### config.mk
export PLATFORM = sky130hd
export DESIGN_NAME = timer_counter
export DESIGN_NICKNAME = d
export VERILOG_FILES = /design/src/rtl/timer_counter.sv
export SDC_FILE = /design/constraint.sdc
export NUM_CORES = 1
export LEC_CHECK = 0
export BUFFER_PORTS_ARGS = -buffer_cell sky130_fd_sc_hd__buf_2
export CAP_MARGIN = 10
export CORE_UTILIZATION = 50
export CTS_CLUSTER_SIZE = 14
export DETAILED_ROUTE_END_ITERATION = 8
export GPL_ROUTABILITY_DRIVEN = 0
export PLACE_DENSITY = 0.72
export SETUP_SLACK_MARGIN = 0.15
export SLEW_MARGIN = 20
export SYNTH_ARGS = -nofsm -noshare
export SYNTH_HDL_FRONTEND = slang
export SYNTH_SLANG_ARGS = --single-unit
export TNS_END_PERCENT = 30
### constraint.sdc
create_clock -name i_clk -period 3.06 [get_ports i_clk]
set_clock_uncertainty 0.1 [all_clocks]
set_input_delay 0.306 -clock i_clk [delete_from_list [all_inputs] [get_ports i_clk]]
set_output_delay 0.306 -clock i_clk [all_outputs]
set_load 0.01 [all_outputs]
### src/rtl/timer_counter.sv
// timer_counter: memory-mapped down-counting timer with interrupt request.
//   Word registers: 0 = CTRL {IM, Mode[1:0], Enable}, 1 = PRESET, 2 = COUNT (read-only),
//   3 = unused (reads 0). The count sequence is IDLE -> LOAD -> CNT -> INT.
// Ports:
//   i_clk    rising-edge clock
//   i_reset  synchronous active-high reset
//   i_addr   word offset of the addressed register
//   i_we     write strobe, already qualified by the bridge select
//   i_din    write data
//   o_dout   combinational read data for i_addr
//   o_irq    interrupt request (flag AND IM)
module timer_counter (
  input  logic        i_clk,
  input  logic        i_reset,
  input  logic [1:0]  i_addr,
  input  logic        i_we,
  input  logic [31:0] i_din,
  output logic [31:0] o_dout,
  output logic        o_irq
);

  localparam int unsigned DATA_W = 32;
  localparam int unsigned CTRL_W = 4;

  localparam logic [1:0] ADDR_CTRL   = 2'd0;
  localparam logic [1:0] ADDR_PRESET = 2'd1;
  localparam logic [1:0] ADDR_COUNT  = 2'd2;

  typedef enum logic [1:0] {
    S_IDLE = 2'd0,
    S_LOAD = 2'd1,
    S_CNT  = 2'd2,
    S_INT  = 2'd3
  } state_t;

  state_t              r_state;
  logic [CTRL_W-1:0]   r_ctrl;
  logic [DATA_W-1:0]   r_preset;
  logic [DATA_W-1:0]   r_count;
  logic                r_flag;

  logic w_wr_ctrl;
  logic w_wr_preset;
  logic w_enable;
  logic w_auto_reload;
  logic w_im;
  logic w_unused;

  assign w_wr_ctrl     = i_we && (i_addr == ADDR_CTRL);
  assign w_wr_preset   = i_we && (i_addr == ADDR_PRESET);
  assign w_enable      = r_ctrl[0];
  // Only mode 01 reloads; 10 and 11 behave as one-shot.
  assign w_auto_reload = (r_ctrl[2:1] == 2'b01);
  assign w_im          = r_ctrl[3];
  // CTRL stores only its low bits; the rest of the write data is dropped.
  assign w_unused      = &{1'b0, i_din[DATA_W-1:CTRL_W]};

  // Bus writes and the count FSM. Later assignments in this block take
  // priority: the FSM setting the flag beats a same-cycle bus clear.
  always_ff @(posedge i_clk) begin
    if (i_reset) begin
      r_state  <= S_IDLE;
      r_ctrl   <= '0;
      r_preset <= '0;
      r_count  <= '0;
      r_flag   <= 1'b0;
    end else begin
      if (w_wr_preset) r_preset <= i_din;
      if (w_wr_ctrl)   r_ctrl   <= i_din[CTRL_W-1:0];
      if (w_wr_ctrl || w_wr_preset) r_flag <= 1'b0;

      case (r_state)
        S_IDLE: begin
          if (w_enable) r_state <= S_LOAD;
        end
        S_LOAD: begin
          r_count <= r_preset;
          r_state <= S_CNT;
        end
        S_CNT: begin
          if (!w_enable) begin
            r_state <= S_IDLE;
          end else if (r_count > DATA_W'(1)) begin
            r_count <= r_count - DATA_W'(1);
          end else begin
            // COUNT of 0 or 1 both terminate, so PRESET=0 acts like 1.
            r_count <= '0;
            r_flag  <= 1'b1;
            r_state <= S_INT;
          end
        end
        S_INT: begin
          if (w_auto_reload) begin
            r_flag  <= 1'b0;
            r_state <= S_LOAD;
          end else begin
            r_state <= S_IDLE;
            // A same-cycle CTRL write keeps the value it wrote.
            if (!w_wr_ctrl) r_ctrl[0] <= 1'b0;
          end
        end
        default: r_state <= S_IDLE;
      endcase
    end
  end

  // Read mux.
  always_comb begin
    o_dout = '0;
    case (i_addr)
      ADDR_CTRL:   o_dout = DATA_W'(r_ctrl);
      ADDR_PRESET: o_dout = r_preset;
      ADDR_COUNT:  o_dout = r_count;
      default:     o_dout = '0;
    endcase
  end

  assign o_irq = r_flag & w_im;

endmodule

### After elaboration in Yosys (flattened, before gate mapping)

Cells that the tools add are included.

* equal/unequal tests: 9
* mux-type cells: 18
* reduce and logical (&&, ||, !) cells: 8
* magnitude comparators: 1
* $add $sub $neg: 1
* bitwise logic cells: 1

Operator list (number)
* $pmux 32 s3: 1
* $mux 32: 2
* $pmux 32 s2: 1
* $gt 32x1->1 const B: 1
* $sub 32x1->32 const B: 1
* $mux 1: 9
* $pmux 2 s4: 1
* $eq 2x1->1 const B: 3
* $eq 2x2->1 const B: 3
* $mux 2: 3
* $logic_not 2->1: 2
* $ne 2x2->1 const B: 2
* $reduce_and 2->1: 2
* $ne 3x3->1 const B: 1
* $logic_and 1x1->1: 2
* $pmux 1 s2: 1
* $reduce_bool 2->1: 1
* $and 1x1->1: 1
* $logic_or 1x1->1: 1

* output and inout bits: 33
* bits in registers: 71
* input bits: 37
* logic and storage cells: 44

### Longest topological paths before layout

* depth after elaboration: 7
* depth in mapped cells: 9
* mapped depth without buffers: 7

### Worst setup path before layout

No wires, ideal clock.

* path type: register -> register
* start point: reg r_count[17]
* end point: reg r_count[30]
* arrival time: 1.857 ns
* library setup time: 0.132 ns
* period minus slack after synthesis: 2.089 ns
* path slack: 0.971 ns
* buffers on the path: 0
* data required time: 2.828 ns
* cell stages (with the launch flop): 6
* cell sequence: dfxtp_1 -> or4_4 -> or3_4 -> o311a_1 -> a41oi_1 -> a21oi_1

* cells in the longest elaborated chain, start to end: 4
* elaborated cells on any way between the ends: 5
* those cells by class: add/sub: 1; order compare: 1; mux: 3

Ends and longest elaborated chain
* from (decl): RTL line 39 `logic [DATA_W-1:0] r_count;`
* from (signal assigned): RTL line 77 `r_count <= r_preset;`
* from (signal assigned): RTL line 84 `r_count <= r_count - DATA_W'(1);`
* $sub 32x1->32 / $gt 32x1->1 (equally long branches): RTL line 84, 83
* $mux 32 (*): RTL line 83 `end else if (r_count > DATA_W'(1)) begin`
* $mux 32 (*): RTL line 81 `if (!w_enable) begin`
* $pmux 32 s2 (*): RTL line 72 `case (r_state)`

Mark *: on every way between the ends. The rest lies on a longest branch, timed or not. The select of a mux whose other input is x is not followed.
A chain may end at the register's enable or synchronous reset.

### Worst setup path after layout

* start point: reg r_count[10]
* end point: reg r_count[30]

The elaborated chain is that of the path after synthesis.

==> run metrics <==
Die ar. 8402 µm²; Post-DRT Antenna Nets 0; largest net degree at the start of global routing 67; clk sink count 71; headroom to the max-slew limit 51.50%; status complete, no violations; most common cell after layout, fill and taps aside nand2_1; Seq. cell area 1421 µm²; post_cts resized 0; via/cell ratio 6.164; Slew Limit Fails 0; Mean Syn Cell Area 7.599 µm²; Antenna Cells 0; All-Layer GR Usage 29.59%; layout cell share with drive strength beyond 1 20.10%; synthesis-to-layout area growth 16.09%; CTS clk-pin slew, worst paths 80 ps; # fillers 755; placed cell count 673; fraction of registers with async set/reset 0%; clock period minus worst slack 2343 ps; nets 621; period utilization 76.57%; commonest non-fill, non-tap cells in the layout nand2_1, dfxtp_1, buf_2, a21oi_1, o21ai_0; Mapped Area 4020 µm²; Worst Hold Class input port to flip-flop; synth top area cells dfxtp_1, nand2_1, a21oi_1, a22o_1, o21ai_0; Die H 91.67 µm; Cell variety after synth 63; Die W 91.67 µm; vias in the first global route 3975; final hold viol count 0; Hold Path Cell Cnt 3; flop2flop setup slack 720 ps; launching point of the worst reg2reg path r_count[10]; Max Cap Viol 0; Post-route DRC 0; worst endpoint data arrival time 2450 ps; register bit total from synthesis 71; placed cell area 4422 µm²; Congestion Overflow GR 0; first-pass GRT wire length 19600 µm; Worst setup SP type flip-flop; TritonCTS clock tree done; top-area cell type share of the netlist area 35.36%; fin cells 689; CTS max path bufs 2; routed wire length 11780 µm; crit-path max FO 8; Core Box Area 7767 µm²; IO Count 70; clk_lat worst skew 350 ps; Post-Syn Instances 529; number of synthesized flops with an enable pin 0; CP Capture Type flip-flop; fmax 426.8 MHz; Hold Crit Endpoint r_preset[15]; Vias 4247; Post-Layout Inst Area 4667 µm²; worst vdd ir 0.0003170 V; count of final setup violators 0; largest area contributor in the netlist dfxtp_1; initial antenna violation count 0; Hold Crit Start i_din[15]; Data required, critical path 3170 ps; Cell Rows 32; Initial DRC Count 282; Post CTS Setup Buffer Count 0; WL per Instance 17.10 µm; unrepaired setup endpoints after global routing false; area of the multi-input gates 2385 µm²; Hold Buf Count CTS 0; Crit Path Class flip-flop to flip-flop; PD cells 476.0 nW/µm²; sequential area share after synthesis 35.36%; P_leak 1.879 nW; Most used DFF post-synth dfxtp_1; htree depth 3; root buffer cell clkbuf_8; initial core utilization 51.76%; buffers added on ports 69; R2R depth 5; Reg2Reg Capture Point r_count[30]; yosys warns 0; worst-margin pin slew 727.5 ps; total CTS buffers 9; TritonRoute pass-1 iters 5; setup TNS 0 ps; Synth Net Count 568; Detail Placement HPWL 8169 µm
## cell usage after synthesis (3+ instances only)
library cell / count
a211oi_1: 20
a21oi_1: 58
a22o_1: 27
a31oi_1: 4
a41oi_1: 3
and2_1: 4
and3_1: 4
buf_1: 3
buf_2: 3
buf_4: 3
clkbuf_1: 30
dfxtp_1: 71
inv_1: 10
mux2i_1: 8
nand2_1: 104
nand2b_1: 5
nand3_1: 12
nand4_1: 12
nor2_1: 34
nor2b_1: 6
nor3_1: 6
nor4_1: 7
nor4_4: 3
o21a_1: 6
o21ai_0: 35
or4_1: 3
## final cells by class
cell class | instances | share of cell area (%)
Timing Repair Buffer | 83 | 9.651
Clock buffer | 9 | 2.654
Clock inverter | 7 | 2.601
Sequential cell | 71 | 30.46
Multi-Input combinational cell | 407 | 51.10
Inverter | 10 | 0.8043
Tap cell | 102 | 2.735
## critical path: stages (launching register included)
cell     delay [ps]
dfxtp_1         400
nor4_1          570
nand4_1         420
o311a_1         440
a41oi_1         180
a21oi_1          90
## how the worst max path moves through the flow
| stage | start | end | slack (ps) | cells past startpoint |
|---|---|---|---|---|
| 4_1_cts | r_count[0] | r_count[26] | 740 | 7 |
| 3_3_place_gp | r_count[2] | r_count[21] | 830 | 5 |
| 5_1_grt | r_count[0] | r_count[22] | 500 | 7 |
| 3_5_place_dp | r_count[0] | r_count[26] | 750 | 7 |
| 2_1_floorplan | r_count[17] | r_count[30] | 970 | 5 |
| 6_report | r_count[10] | r_count[30] | 720 | 5 |
## logic make-up after synthesis
logic type      share of synthesized area, %
xor+xnor                              0.4358
compound gates                         28.57
mux                                    1.992
simple gates                           27.58
buf+inv                                5.447
fa+ha+maj                             0.6224
flops                                  35.36
## routing by layer
metal / wire length [µm] / global-route usage [%] / vias up / part of all wire (%)
li1: - / - / 2049 / -
met1: 5498 / 42.82 / 1974 / 47
met2: 5158 / 44.67 / 205 / 44
met3: 949 / 5.721 / 19 / 8.1
met4: 174 / 8.069 / 0 / 1.5
met5: 0 / 0 / - / 0
## stage by stage
stage	setup WS (ps)	hold WS (ps)	util, %	power [mW]
3_5_place_dp	753.5	359.3	56.93	1.313
4_1_cts	743.8	74.90	60.08	2.226
2_1_floorplan	970.7	342.0	-	1.214
3_3_place_gp	828.5	359.9	56.93	1.308
6_report	717.0	82.96	60.08	2.221
5_1_grt	504.3	69.29	60.08	2.314
## power by group
group          total [mW]  switching [mW]  internal (mW)
registers           0.980          0.0326          0.947
clock network       0.924           0.380          0.544
logic               0.318           0.198          0.120
total                2.22           0.610           1.61
## flip-flops by register name, summed over array words and instances (netlist names)
name      flops
r_state       2
r_count      32
r_flag        1
r_ctrl        4
r_preset     32
Power figures use the tool's default switching activity.
